--- src/rtl/xor_stream_parity_pkg.sv ---
// Shared types and defaults for the xor_stream_parity block.
// Latency: n/a (declarations only).
// Backpressure: n/a.
// Contents: FSM state encoding and default WIDTH / FRAME_LEN constants.
package xor_stream_pkg;

  localparam int DEF_WIDTH     = 8;
  localparam int DEF_FRAME_LEN = 16;

  typedef enum logic [1:0] {
    IDLE  = 2'd0,  // accumulator and counter are zero
    ACCUM = 2'd1,  // frame open, at least one word taken
    HOLD  = 2'd2   // result presented, waiting for sink
  } state_t;

endpackage

--- src/rtl/xor_stream_parity_if.sv ---
// Handshake bundle between a word source/result sink and xor_stream_parity.
// Latency: n/a (wires only).
// Backpressure: in_ready/par_ready carry valid-ready flow control on each side.
// Ports: in_valid/in_ready/in_data/in_last (word stream), par_valid/par_ready/
//        par_data/par_bit/par_count (frame result), par_err only when
//        XOR_STREAM_PARITY_CHECK_EN is defined.
// Modports: master = source/sink side, slave = the parity block.
interface xor_stream_parity_if
  import xor_stream_pkg::*;
#(
  parameter int WIDTH     = DEF_WIDTH,
  parameter int FRAME_LEN = DEF_FRAME_LEN
);
  localparam int CNT_W = $clog2(FRAME_LEN + 1);

  logic             in_valid;
  logic             in_ready;
  logic [WIDTH-1:0] in_data;
  logic             in_last;
  logic             par_valid;
  logic             par_ready;
  logic [WIDTH-1:0] par_data;
  logic             par_bit;
  logic [CNT_W-1:0] par_count;
`ifdef XOR_STREAM_PARITY_CHECK_EN
  logic             par_err;
`endif

  modport master (
    output in_valid, in_data, in_last, par_ready,
`ifdef XOR_STREAM_PARITY_CHECK_EN
    input  par_err,
`endif
    input  in_ready, par_valid, par_data, par_bit, par_count
  );

  modport slave (
    input  in_valid, in_data, in_last, par_ready,
`ifdef XOR_STREAM_PARITY_CHECK_EN
    output par_err,
`endif
    output in_ready, par_valid, par_data, par_bit, par_count
  );

endinterface

--- src/rtl/xor_stream_parity_reduce.sv ---
// Combinational WIDTH-bit word reduction: XOR parity, or non-zero test.
// Latency: 0 cycles (pure combinational).
// Backpressure: none.
// Ports: word (in), result (out). ZERO_TEST=1 turns the reduction into an OR,
//        so result=1 means "word is non-zero".
module xor_word_reduce #(
  parameter int WIDTH     = 8,
  parameter bit ZERO_TEST = 1'b0
) (
  input  logic [WIDTH-1:0] word,
  output logic             result
);

  generate
    if (ZERO_TEST) begin : g_nonzero
      assign result = |word;
    end else begin : g_parity
      assign result = ^word;
    end
  endgenerate

endmodule

--- src/rtl/xor_stream_parity.sv ---
// Registered XOR accumulator: folds a word stream into one XOR word per frame.
// Latency: result valid one cycle after the closing word is accepted.
// Backpressure: in_ready drops while a result waits; par_ready stalls the result.
// Ports: clk, rst_n (async active-low), bus (xor_stream_parity_if.slave).
// Option: XOR_STREAM_PARITY_CHECK_EN adds par_err (frame XOR non-zero, i.e.
//         the trailing check word did not cancel the payload).
module xor_stream_parity
  import xor_stream_pkg::*;
#(
  parameter int WIDTH     = DEF_WIDTH,
  parameter int FRAME_LEN = DEF_FRAME_LEN
) (
  input  logic               clk,
  input  logic               rst_n,
  xor_stream_parity_if.slave bus
);

  localparam int CNT_W = $clog2(FRAME_LEN + 1);

  state_t           state;
  logic [WIDTH-1:0] acc;
  logic [CNT_W-1:0] cnt;
  logic             par_valid_q;
  logic [WIDTH-1:0] par_data_q;
  logic [CNT_W-1:0] par_count_q;

  logic             accept;
  logic             closing;
  logic [WIDTH-1:0] acc_next;

  // Ready depends only on state, never on par_ready.
  assign bus.in_ready = (state != HOLD);
  assign accept       = bus.in_valid && bus.in_ready;
  // Word count limit: the FRAME_LEN-th word closes the frame even without
  // in_last, so cnt can never pass FRAME_LEN.
  assign closing      = bus.in_last || (cnt == CNT_W'(FRAME_LEN - 1));
  assign acc_next     = acc ^ bus.in_data;

  assign bus.par_valid = par_valid_q;
  assign bus.par_data  = par_data_q;
  assign bus.par_count = par_count_q;

  xor_word_reduce #(.WIDTH(WIDTH), .ZERO_TEST(1'b0)) u_par_bit (
    .word   (par_data_q),
    .result (bus.par_bit)
  );

`ifdef XOR_STREAM_PARITY_CHECK_EN
  logic par_err_q;
  logic frame_nonzero;

  // Tested on the next-frame value so the flag is registered with par_data.
  xor_word_reduce #(.WIDTH(WIDTH), .ZERO_TEST(1'b1)) u_zero_test (
    .word   (acc_next),
    .result (frame_nonzero)
  );

  assign bus.par_err = par_err_q;

  always_ff @(posedge clk or negedge rst_n) begin
    if (!rst_n) begin
      par_err_q <= 1'b0;
    end else if (accept && closing) begin
      par_err_q <= frame_nonzero;
    end
  end
`endif

  always_ff @(posedge clk or negedge rst_n) begin
    if (!rst_n) begin
      state       <= IDLE;
      acc         <= '0;
      cnt         <= '0;
      par_valid_q <= 1'b0;
      par_data_q  <= '0;
      par_count_q <= '0;
    end else begin
      case (state)
        IDLE, ACCUM: begin
          if (accept) begin
            acc <= acc_next;
            cnt <= cnt + 1'b1;
            if (closing) begin
              state       <= HOLD;
              par_valid_q <= 1'b1;
              par_data_q  <= acc_next;
              par_count_q <= cnt + 1'b1;
            end else begin
              state <= ACCUM;
            end
          end
        end
        HOLD: begin
          if (bus.par_ready) begin
            state       <= IDLE;
            par_valid_q <= 1'b0;
            acc         <= '0;
            cnt         <= '0;
          end
        end
        default: state <= IDLE;
      endcase
    end
  end

endmodule

--- src/flat_wrapper.sv ---
// flat-port wrapper written by rule: the top's interface ports become plain ports
module xor_stream_parity_flat import xor_stream_pkg::*;
#(
  parameter int WIDTH     = DEF_WIDTH,
  parameter int FRAME_LEN = DEF_FRAME_LEN
)
  (clk, rst_n, bus_in_valid, bus_in_data, bus_in_last, bus_par_ready, bus_in_ready, bus_par_valid, bus_par_data, bus_par_bit, bus_par_count);
  xor_stream_parity_if #(.WIDTH(WIDTH), .FRAME_LEN(FRAME_LEN)) bus_i ();
  input  logic clk;
  input  logic rst_n;
  input wire logic [$bits(bus_i.in_valid)-1:0] bus_in_valid;
  input wire logic [$bits(bus_i.in_data)-1:0] bus_in_data;
  input wire logic [$bits(bus_i.in_last)-1:0] bus_in_last;
  input wire logic [$bits(bus_i.par_ready)-1:0] bus_par_ready;
  output wire logic [$bits(bus_i.in_ready)-1:0] bus_in_ready;
  output wire logic [$bits(bus_i.par_valid)-1:0] bus_par_valid;
  output wire logic [$bits(bus_i.par_data)-1:0] bus_par_data;
  output wire logic [$bits(bus_i.par_bit)-1:0] bus_par_bit;
  output wire logic [$bits(bus_i.par_count)-1:0] bus_par_count;
  assign bus_i.in_valid = bus_in_valid;
  assign bus_i.in_data = bus_in_data;
  assign bus_i.in_last = bus_in_last;
  assign bus_i.par_ready = bus_par_ready;
  assign bus_in_ready = bus_i.in_ready;
  assign bus_par_valid = bus_i.par_valid;
  assign bus_par_data = bus_i.par_data;
  assign bus_par_bit = bus_i.par_bit;
  assign bus_par_count = bus_i.par_count;
  xor_stream_parity #(.WIDTH(WIDTH), .FRAME_LEN(FRAME_LEN)) u_core (.clk(clk), .rst_n(rst_n), .bus(bus_i));
endmodule
--- config.mk ---
export PLATFORM = sky130hd
export DESIGN_NAME = xor_stream_parity_flat
export DESIGN_NICKNAME = d
export VERILOG_FILES = /design/src/rtl/xor_stream_parity_pkg.sv /design/src/rtl/xor_stream_parity_if.sv /design/src/rtl/xor_stream_parity_reduce.sv /design/src/rtl/xor_stream_parity.sv /design/src/flat_wrapper.sv
export SDC_FILE = /design/constraint.sdc
export NUM_CORES = 1
export LEC_CHECK = 0
export ABC_AREA = 1
export CORE_MARGIN = 2
export CORE_UTILIZATION = 50
export CTS_CLUSTER_SIZE = 30
export DETAILED_ROUTE_END_ITERATION = 8
export GPL_ROUTABILITY_DRIVEN = 0
export HOLD_SLACK_MARGIN = 0.1
export PLACE_DENSITY = 0.78
export SETUP_SLACK_MARGIN = 0.15
export SLEW_MARGIN = 20
export SYNTH_ARGS = -nofsm -noshare
export SYNTH_HDL_FRONTEND = slang
export SYNTH_HIERARCHICAL = 1
export SYNTH_SLANG_ARGS = --single-unit
--- constraint.sdc ---
create_clock -name clk -period 1.8 [get_ports clk]
set_input_delay 0.36 -clock clk [delete_from_list [all_inputs] [get_ports clk]]
set_output_delay 0.36 -clock clk [all_outputs]
set_load 0.05 [all_outputs]
==> flow_metrics.py <==
metrics = {
    "status": {
        "status": "completed",
    },
    "synthesis": {
        "ys_seq_area_share_pct": 50.3,
        "syn_area_um2": 1440,
        "synth_compound_area_share_pct": 3.13,
        "synth-seq-cells": 29,
        "synthArstFlopShare_pct": 100,
        "synth_edf_count": 0,
        "syn_area_per_cell_um2": 7.71,
        "synth_fa_ha_area_share_pct": 1.74,
        "syn_inst": 187,
        "yosys.area_share.xor_xnor_pct": 5.47,
        "yosysMostFrequentCell": "nand2_1",
        "ys_top_cells_by_area": "dfrtp_1 (50%), nand2_1 (28%), xor2_1 (5.5%)",
        "synth_nets": 202,
        "ys_top_cells_by_count": "nand2_1 (108), dfrtp_1 (29), inv_1 (14)",
        "synthMuxAreaShare_pct": 0,
        "synth-main-ff-cell": "dfrtp_1",
        "synth_top_area_share_pct": 50.3,
        "synth_top_area_cell": "dfrtp_1",
        "yosysUniqueCellTypes": 21,
        "ys_warn_count": 6,
        "synth_top_family_by_area": "simple AND/OR/NAND/NOR gates",
        "synth-simple-area-share_pct": 32.9,
    },
    "global_route": {
        "grt_start_max_net_pins": 30,
        "grt-ovfl-total": 0,
        "grt_pass1_vias": 1203,
        "grt.total_usage_pct": 21.3,
        "grt_pass1_wl_um": 5250,
        "antenna_found_initial": 0,
    },
    "power": {
        "ir_drop_v": 0.00196,
        "p_leak_uw": 0.00108,
        "p_per_area_nw_per_um2": 1760,
    },
    "job": {
        "max_cap_violations": 0,
    },
    "worst_setup_path": {
        "cp-start-kind": "register",
        "path_class": "reg -> out",
        "critPathArrivalTime_ns": 1.37,
        "critical_path_required_ns": 1.44,
        "crit_path_end_kind": "output pin",
        "crit_fanout": 5,
    },
    "timing": {
        "fmax_mhz": 577,
        "worstMarginPinSlew_ns": 0.388,
        "setup_violations": 0,
        "hold_slack_ns": 0.404,
        "min_period_over_period_pct": 96.3,
        "maxSlewViolCount": 0,
        "finalSetupTns_ns": 0,
        "final.min_clock_period_ns": 1.73,
        "rsz0062_at_grt": "yes",
        "worst_slack_ns": 0.0658,
        "max-slew-margin-rel_pct": 74.1,
        "finalClockSkew_ns": 0.00402,
        "finalHoldViolations": 0,
    },
    "placement": {
        "io_buffer_count": 28,
        "dp_hpwl_um": 2150,
        "place_ws_ns": 0.0768,
        "dpl.cell_count": 244,
    },
    "clock_network": {
        "numClockSinks": 29,
        "cts_made_buffers": 5,
        "clockBufferDepth": 2,
        "cts-root-buf": "clkbuf_4",
        "cts_hold_buffers": 0,
        "cts_tree": "done",
        "path_clk_slew_ns": 0.08,
        "htreeDepth": 2,
        "clk_latency_ns": 0.33,
    },
    "die": {
        "rows": 19,
        "die_y_um": 57.7,
        "die_x_um": 57.7,
        "die_area_um2": 3330,
        "core_um2": 2760,
        "ios": 29,
        "initial_core_util_pct": 52.3,
    },
    "finish": {
        "fillCellCount": 207,
        "drive_above_1_share_pct": 34.9,
        "nets": 252,
        "n_antenna_cell": 0,
        "areaGrowthSynthToFinish_pct": 39.2,
        "fin_cells": 269,
    },
    "routing": {
        "num_vias": 1356,
        "wl_per_cell_um": 13.3,
        "drt_first_pass_iters": 4,
        "postRouteAntennaNets": 0,
        "avgViaCountPerCell": 5.04,
        "drc": 0,
        "wl_um": 3570,
        "drtIter0Drc": 40,
    },
    "worst_hold_path": {
        "holdCritPathClass": "in -> async",
    },
}
## report_power, final
| part | total [uW] | switching, uW | internal, uW |
|---|---|---|---|
| Sequential | 1170 | 265 | 909 |
| Combinational | 2000 | 1240 | 757 |
| Clock | 364 | 209 | 155 |
| Total | 3540 | 1710 | 1820 |
## cell usage in the layout (no fill, tap or decap), types with 2 or more instances in the layout
cell             synthesis  final
buf_4                    2     27
dfrtp_2                  0      6
buf_12                   0      2
dfrtp_1                 29     23
inv_1                   14      7
inv_2                    2      9
ha_2                     0      2
nand3_1                  4      3
nor2_4                   1      2
nand2_4                  1      2
buf_6                    1      2
clkbuf_1                 0      3
o22ai_1                  2      2
xor2_1                   9      9
clkbuf_4                 0      5
nand2_1                108     89
nand2_2                  1     19
inv_4                    1      2
clkdlybuf4s50_1          0     12
o21ai_1                  1      3
## sequential cells by signal, indices dropped and copies added, names as in the netlist
| name | flops |
|---|---|
| u_core/cnt | 5 |
| u_core/bus.par_count | 5 |
| u_core/bus.par_valid | 1 |
| u_core/acc | 8 |
| u_core/bus.par_data | 8 |
| u_core/state | 2 |
## stage by stage
stage / instance area, um2 / util, % / power, uW
after floorplan: 1450 / - / 2280
after global placement: 1720 / 62.3 / 2750
after detailed placement: 1720 / 62.3 / 2820
after CTS: 1800 / 65.2 / 3220
after global routing: 2010 / 72.8 / 3780
final: 2010 / 72.8 / 3540
## cell type report
type / count / area, um2 / area share, %
sequential: 29 / 733 / 36.5
multi-input combinational: 138 / 697 / 34.7
timing repair buffer: 44 / 400 / 20.0
inverter: 17 / 76.3 / 3.80
clock buffer: 8 / 48.8 / 2.43
tap: 31 / 38.8 / 1.93
timing repair inverter: 2 / 12.5 / 0.623
## timing repair
item / CTS / global route
resized for setup: 1 / 49
buffers inserted: 4 / 11
pin swaps: 5 / 14
gates cloned: 0 / 2
setup endpoints to repair: 15 / 16
## cells by family (layout without fill, tap and decap cells)
| kind of cell | Yosys count | count (layout) |
|---|---|---|
| AND/OR/NAND/NOR | 119 | 119 |
| flip-flops | 29 | 29 |
| buffers and inverters | 20 | 71 |
| XOR/XNOR | 9 | 9 |
| AO/OA/AOI/OAI | 8 | 8 |
| adder cells (fa/ha/maj) | 2 | 2 |
## path summary, 6_finish.rpt
| path | cells after the start | start | slack (ns) | to |
|---|---|---|---|---|
| setup / recovery | 8 | u_core/bus.par_data[0] | 0.07 | bus_par_bit |
| hold / removal | 2 | rst_n | 0.40 | u_core/bus.par_count[4] |
| setup reg to reg | 10 | u_core/cnt[0] | 0.09 | u_core/bus.par_data[6] |
| hold reg to reg | 2 | u_core/bus.par_count[2] | 0.50 | u_core/bus.par_count[2] |
| max in group asynchronous | 2 | rst_n | 1.11 | u_core/bus.par_data[4] |
| min in group clk | 2 | u_core/bus.par_count[2] | 0.50 | u_core/bus.par_count[2] |
## critical path, cell delays in order (launching register included)
cell and delay (ns):
dfrtp_2 0.45, inv_2 0.07, nand2_1 0.05, nand2_1 0.09, nand2_1 0.06, nand2_1 0.07, nand2_1 0.06, nand2_2 0.08
buf_12 0.13
## layer usage
layer | GRT usage, % | vias up | share of wire (%)
met1 | 25.9 | 645 | 40
met5 | 0 | - | 0
met2 | 34.4 | 36 | 53
li1 | - | 669 | -
met3 | 6.70 | 6 | 4.8
met4 | 10.3 | 0 | 1.7
No activity file was read; power rests on OpenSTA's default activity.
